==> src/rtl/seg7_decodificador.sv <==
// seg7_decodificador: recovers hex digits from a multiplexed active-low 4-digit 7-segment bus.
// Optional SEG7_DEC_CONTEO_ERR_EN adds errores_o, a saturating count of error_o pulses.
module seg7_decodificador #(
    parameter int STABLE_CYCLES = 4,
    parameter int CNT_W = 8
) (
    input  logic        clk_i,
    input  logic        rst_i,
    input  logic [3:0]  anodos_i,
    input  logic [7:0]  segmentos_i,
    output logic [15:0] digitos_o,
    output logic [3:0]  valido_o,
    output logic [3:0]  punto_o,
    output logic        error_o,
    output logic        frame_o
`ifdef SEG7_DEC_CONTEO_ERR_EN
    ,output logic [7:0] errores_o
`endif
);
    typedef enum logic [1:0] {IDLE, SETTLE, HOLD} state_t;

    state_t           state, state_n;
    logic [CNT_W-1:0] count, count_n;
    logic [3:0]       s_an, p_an, seen, seen_n;
    logic [7:0]       s_seg, p_seg;
    logic [1:0]       idx;
    logic             one_hot, same, capture, legal, blank;
    logic [3:0]       value;

    function automatic logic [4:0] decode(input logic [6:0] p);
        case (p)
            7'b0000001: decode = 5'h10;
            7'b1001111: decode = 5'h11;
            7'b0010010: decode = 5'h12;
            7'b0000110: decode = 5'h13;
            7'b1001100: decode = 5'h14;
            7'b0100100: decode = 5'h15;
            7'b0100000: decode = 5'h16;
            7'b0001111: decode = 5'h17;
            7'b0000000: decode = 5'h18;
            7'b0000100: decode = 5'h19;
            7'b0001000: decode = 5'h1A;
            7'b1100000: decode = 5'h1B;
            7'b0110001: decode = 5'h1C;
            7'b1000010: decode = 5'h1D;
            7'b0110000: decode = 5'h1E;
            7'b0111000: decode = 5'h1F;
            default:    decode = 5'h00;
        endcase
    endfunction

    always_comb begin
        one_hot = (s_an == 4'b1110) || (s_an == 4'b1101) || (s_an == 4'b1011) || (s_an == 4'b0111);
        same    = (s_an == p_an) && (s_seg == p_seg);
        idx     = !s_an[0] ? 2'd0 : !s_an[1] ? 2'd1 : !s_an[2] ? 2'd2 : 2'd3;
        {legal, value} = decode(s_seg[7:1]);
        blank   = s_seg[7:1] == 7'h7F;
        seen_n  = seen | (4'b0001 << idx);
    end

    always_comb begin
        state_n = state;
        count_n = count;
        if (!one_hot) begin
            state_n = IDLE;
            count_n = '0;
        end else if (state == SETTLE && same) begin
            count_n = (&count) ? count : count + 1'b1;
        end else if (!(state == HOLD && same)) begin
            state_n = SETTLE;
            count_n = CNT_W'(1);
        end
        // Reaching the threshold captures once and parks in HOLD until the pair changes
        capture = (state_n == SETTLE) && (count_n == CNT_W'(STABLE_CYCLES));
        if (capture) state_n = HOLD;
    end

    always_ff @(posedge clk_i) begin
        if (rst_i) begin
            s_an      <= 4'hF;
            p_an      <= 4'hF;
            s_seg     <= 8'hFF;
            p_seg     <= 8'hFF;
            state     <= IDLE;
            count     <= '0;
            seen      <= 4'h0;
            digitos_o <= 16'h0000;
            valido_o  <= 4'h0;
            punto_o   <= 4'h0;
            error_o   <= 1'b0;
            frame_o   <= 1'b0;
        end else begin
            s_an    <= anodos_i;
            s_seg   <= segmentos_i;
            p_an    <= s_an;
            p_seg   <= s_seg;
            state   <= state_n;
            count   <= count_n;
            error_o <= 1'b0;
            frame_o <= 1'b0;
            if (capture) begin
                valido_o[idx] <= legal;
                if (legal) digitos_o[{idx, 2'b00} +: 4] <= value;
                if (legal || blank) punto_o[idx] <= ~s_seg[0];
                if (!legal && !blank) error_o <= 1'b1;
                frame_o <= seen_n == 4'hF;
                seen    <= (seen_n == 4'hF) ? 4'h0 : seen_n;
            end
        end
    end

`ifdef SEG7_DEC_CONTEO_ERR_EN
    always_ff @(posedge clk_i) begin
        if (rst_i) errores_o <= 8'h00;
        else if (capture && !legal && !blank && errores_o != 8'hFF) errores_o <= errores_o + 8'h01;
    end
`endif
endmodule

==> config.mk <==
export PLATFORM = sky130hd
export DESIGN_NAME = seg7_decodificador
export DESIGN_NICKNAME = d
export VERILOG_FILES = /design/src/rtl/seg7_decodificador.sv
export SDC_FILE = /design/constraint.sdc
export NUM_CORES = 1
export LEC_CHECK = 0
export ABC_AREA = 1
export CORE_MARGIN = 2
export CORE_UTILIZATION = 60
export DETAILED_ROUTE_END_ITERATION = 16
export PLACE_DENSITY_LB_ADDON = 0.25
export SETUP_SLACK_MARGIN = 0.5
export SYNTH_ARGS = -nofsm -noshare
export SYNTH_HDL_FRONTEND = slang
export SYNTH_SLANG_ARGS = --single-unit
==> constraint.sdc <==
create_clock -name clk_i -period 4.4 [get_ports clk_i]
set_input_delay 0.44 -clock clk_i [delete_from_list [all_inputs] [get_ports clk_i]]
set_output_delay 0.44 -clock clk_i [all_outputs]
set_load 0.02 [all_outputs]
==> out/results.md <==
| Group | Parameter | Reported |
|:---|:---|:---|
| global routing | Vias in the first global route | 3213 |
| synth | Number of standard cells after synthesis | 547 |
| global routing | Maximum number of pins on one net before global-route repair | 36 |
| detailed routing | Via count | 3535 |
| clock tree | Clock-pin slew of the registers on the worst-case setup and hold paths | 0.08 ns |
| sta | Final setup violation count | 0 |
| synth | Compound-cell area share of the yosys netlist | 0.0458 |
| sta | Number of endpoints with negative hold slack in the final report | 0 |
| clock tree | Skew-Pair Late Insertion Delay | 0.35 ns |
| synth | Synth Net Count | 569 |
| detailed routing | Drt first pass iters | 6 |
| die | Horizontal die dimension | 81.3 um |
| synth | Post-Syn Area per Cell | 6.55 um^2 |
| detailed routing | Vias per Instance | 5.27 |
| synth | Number of synthesized register bits | 64 |
| global routing | Total global routing track utilization | 0.288 |
| min path | Tightest Hold Check Type | flop to flop |
| setup path | Worst R2R Start | s_seg[5] |
| die | Placeable Area | 5850 um^2 |
| setup path | Worst setup slack for register-to-register paths | 1.56 ns |
| synth | Dominant cell by count in the synthesized netlist | nand2_1 |
| sta | Ratio of final minimum period to clock period | 0.645 |
| synth | Simple-gate area share of the yosys netlist | 0.446 |
| cells and area | Fill count | 464 |
| synth | Ys async rst share | 0 |
| synth | Combinational family with the most area after synthesis | simple AND/OR/NAND/NOR gates |
| job | Max-Cap Viols | 0 |
| synth | Dominant register cell in the synthesized netlist | dfxtp_1 |
| die | Site Rows | 28 |
| cells and area | Combined area of the multi-input logic cells | 1900 um^2 |
| clock tree | Hold buffer count at cts | 0 |
| sta | Highest Clock Rate | 353 MHz |
| sta | Final hold slack | 0.503 ns |
| clock tree | Root buffer cell | clkbuf_8 |
| setup path | Worst EP required | 4.64 ns |
| setup path | FF-to-FF End | punto_o[1] |
| sta | Clock period minus final worst setup slack | 2.84 ns |
| placement | IO Port Bufs | 39 |
| clock tree | CTS resizes | 0 |
| synth | Multiplexer fraction of the synthesized cell area | 0 |
| cells and area | Final antenna diode count | 0 |
| cells and area | Layout net count | 613 |
| clock tree | Post-CTS Setup Repair Bufs | 0 |
| setup path | Crit Path Category | flop to flop |
| sta | Pins Over Slew Limit | 0 |
| setup path | Critical Path AT | 3.08 ns |
| setup path | Worst setup EP type | flop |
| cells and area | Fraction of layout instances using a drive strength above 1 | 0.101 |
| die | Height of the die | 81.3 um |
| detailed routing | Detailed-route wire length per cell | 13.0 um |
| setup path | Crit path from | s_seg[5] |
| synth | Leading post-synthesis cells by instance count | nand2_1 (142), nor2_1 (101), inv_1 (81), dfxtp_1 (64), nand3_1 (28) |
| clock tree | Count of clock tree sinks | 64 |
| detailed routing | DRC viols | 0 |
| global routing | Total congestion overflow | 0 |
| synth | Area of the mapped netlist | 3580 um^2 |
| synth | Post-synthesis sequential area ratio | 0.358 |
| cells and area | Sequential cell area | 1280 um^2 |
| clock tree | Total CTS buffers | 9 |
| setup path | R2r worst-path depth | 11 |
| detailed routing | Overall routed net length | 8740 um |
| sta | Slew at the pin with the worst max-slew slack | 0.989 ns |
| min path | Number of cells traversed by the worst hold path | 2 |
| sta | Sum of negative setup slack | 0 ns |
| power and ir drop | Cell Pwr Density | 318 nW/um^2 |
| clock tree | TritonCTS clock tree | yes |
| die | IO Count | 40 |
| placement | DP Wirelength | 6360 um |
| synth | Fraction of synthesized cell area in xor and xnor cells | 0.0122 |
| detailed routing | Number of nets with antenna violations after routing | 0 |
| synth | Synthesis warning total | 0 |
| sta | Skew final | 0.00731 ns |
| synth | Synthesized-area fraction occupied by adder cells | 0.0279 |
| placement | Routability congestion estimate | 0.932 |
| global routing | Number of antenna violations at the first check in global routing | 0 |
| clock tree | Clock tree buffer depth | 2 |
| setup path | Critical Path Fanout Max | 6 |
| synth | Biggest area contributors in the synthesized netlist | dfxtp_1 (36%), nand2_1 (15%), nor2_1 (11%) |
| die | Starting Density | 0.612 |
| power and ir drop | VDD IR max | 289 uV |
| min path | WHS Endpoint | p_an[3] |
| global routing | Global-route wire length before repair | 14600 um |
| setup path | Crit start category | flop |
| outcome | Result of the run | finished clean |
| detailed routing | DRT iter0 DRCs | 245 |
| sta | Unrepaired setup endpoints after global routing | no |
| sta | Headroom to the max-slew limit | 0.336 |
| clock tree | H-tree levels | 3 |
| synth | Yosys top cell area share | 0.358 |
| cells and area | Layout area overhead | 19.6% |
| min path | Hold path startpoint | s_an[3] |
| power and ir drop | Leak | 0.00214 uW |
| synth | Most area-hungry cell type in the Yosys netlist | dfxtp_1 |
| synth | Library cells used by synthesis | 38 |
| synth | Number of flops mapped to enable cells by yosys | 0 |
| die | Die Outline Area | 6600 um^2 |
==> how the worst max path moves through the flow <==
| stage | endpoint | slack [ns] | cells past startpoint |
|---|---|---|---|
| 2_1_floorplan | digitos_o[10] | 2.28 | 10 |
| 3_3_place_gp | punto_o[1] | 1.65 | 11 |
| 3_5_place_dp | punto_o[1] | 1.67 | 11 |
| 4_1_cts | punto_o[1] | 1.64 | 11 |
| 5_1_grt | digitos_o[11] | 1.28 | 15 |
| 6_report | punto_o[1] | 1.56 | 11 |
==> cells in the final DEF, fill, tap and decap left out, types with 6 or more instances in the layout <==
cell type | Yosys | final
a21oi_1 | 6 | 6
clkbuf_8 | 0 | 9
clkdlybuf4s50_1 | 0 | 39
dfxtp_1 | 64 | 64
ha_1 | 8 | 8
inv_1 | 81 | 81
inv_2 | 11 | 11
nand2_1 | 142 | 142
nand3_1 | 28 | 28
nand4_1 | 26 | 26
nor2_1 | 101 | 101
nor3_1 | 15 | 15
or2_2 | 12 | 12
==> flip-flops by register name, indices dropped and copies added (netlist names) <==
| signal | cells |
|---|---|
| s_seg | 8 |
| count | 8 |
| p_seg | 8 |
| frame_o | 1 |
| punto_o | 4 |
| digitos_o | 16 |
| valido_o | 4 |
| s_an | 4 |
| seen | 4 |
| state | 2 |
| p_an | 4 |
| error_o | 1 |
==> logic make-up (layout without fill, tap and decap cells) <==
group | Yosys count | after routing
compound gates | 26 | 26
flops | 64 | 64
xor+xnor | 5 | 5
fa+ha+maj | 8 | 8
buf+inv | 102 | 151
simple gates | 342 | 342
==> power breakdown <==
part | total (uW) | internal, uW | leakage, uW | switching (uW)
clock network | 625 | 377 | 0.000119 | 248
logic | 134 | 43.7 | 0.00150 | 90.2
registers | 602 | 591 | 0.000522 | 11.3
==> per-layer routing <==
layer  wire length, um  part of all wire  up-vias  GRT usage
met5                 0                 0        -          0
met4               302             0.035        0      0.142
met3               497             0.057       33     0.0533
met2              4110              0.47      133      0.473
met1              3840              0.44     1574      0.361
li1                  -                 -     1795          -
==> critical path, stage by stage, from the launching register on <==
cell and delay (ns):
dfxtp_1 0.45, inv_2 0.09, nand3_1 0.15, nor2_1 0.06
a21oi_1 0.18, o211ai_1 0.12, nor3_1 0.65, o21ai_0 0.53
nand4_1 0.30, nand2_1 0.08, nand2_1 0.07, nor2_1 0.07
==> cell type report <==
cell class / count / share of cell area
clock inverters: 7 / 0.0280
flip-flops and latches: 64 / 0.299
repair buffers: 42 / 0.0964
inverters: 93 / 0.0815
well taps: 75 / 0.0219
multi-input cells: 381 / 0.444
clock buffers: 9 / 0.0289
==> per-stage QoR <==
stage,worst slack [ns],power [uW],utilization,std cells,instance area (um^2)
6_report,1.56,1360,0.732,671,4290
5_1_grt,1.28,1410,0.732,671,4290
4_1_cts,1.64,1360,0.732,671,4290
3_5_place_dp,1.67,747,0.691,655,4040
3_3_place_gp,1.65,743,0.691,655,4040
2_1_floorplan,2.28,710,-,547,3580
Power figures use the tool's default switching activity.
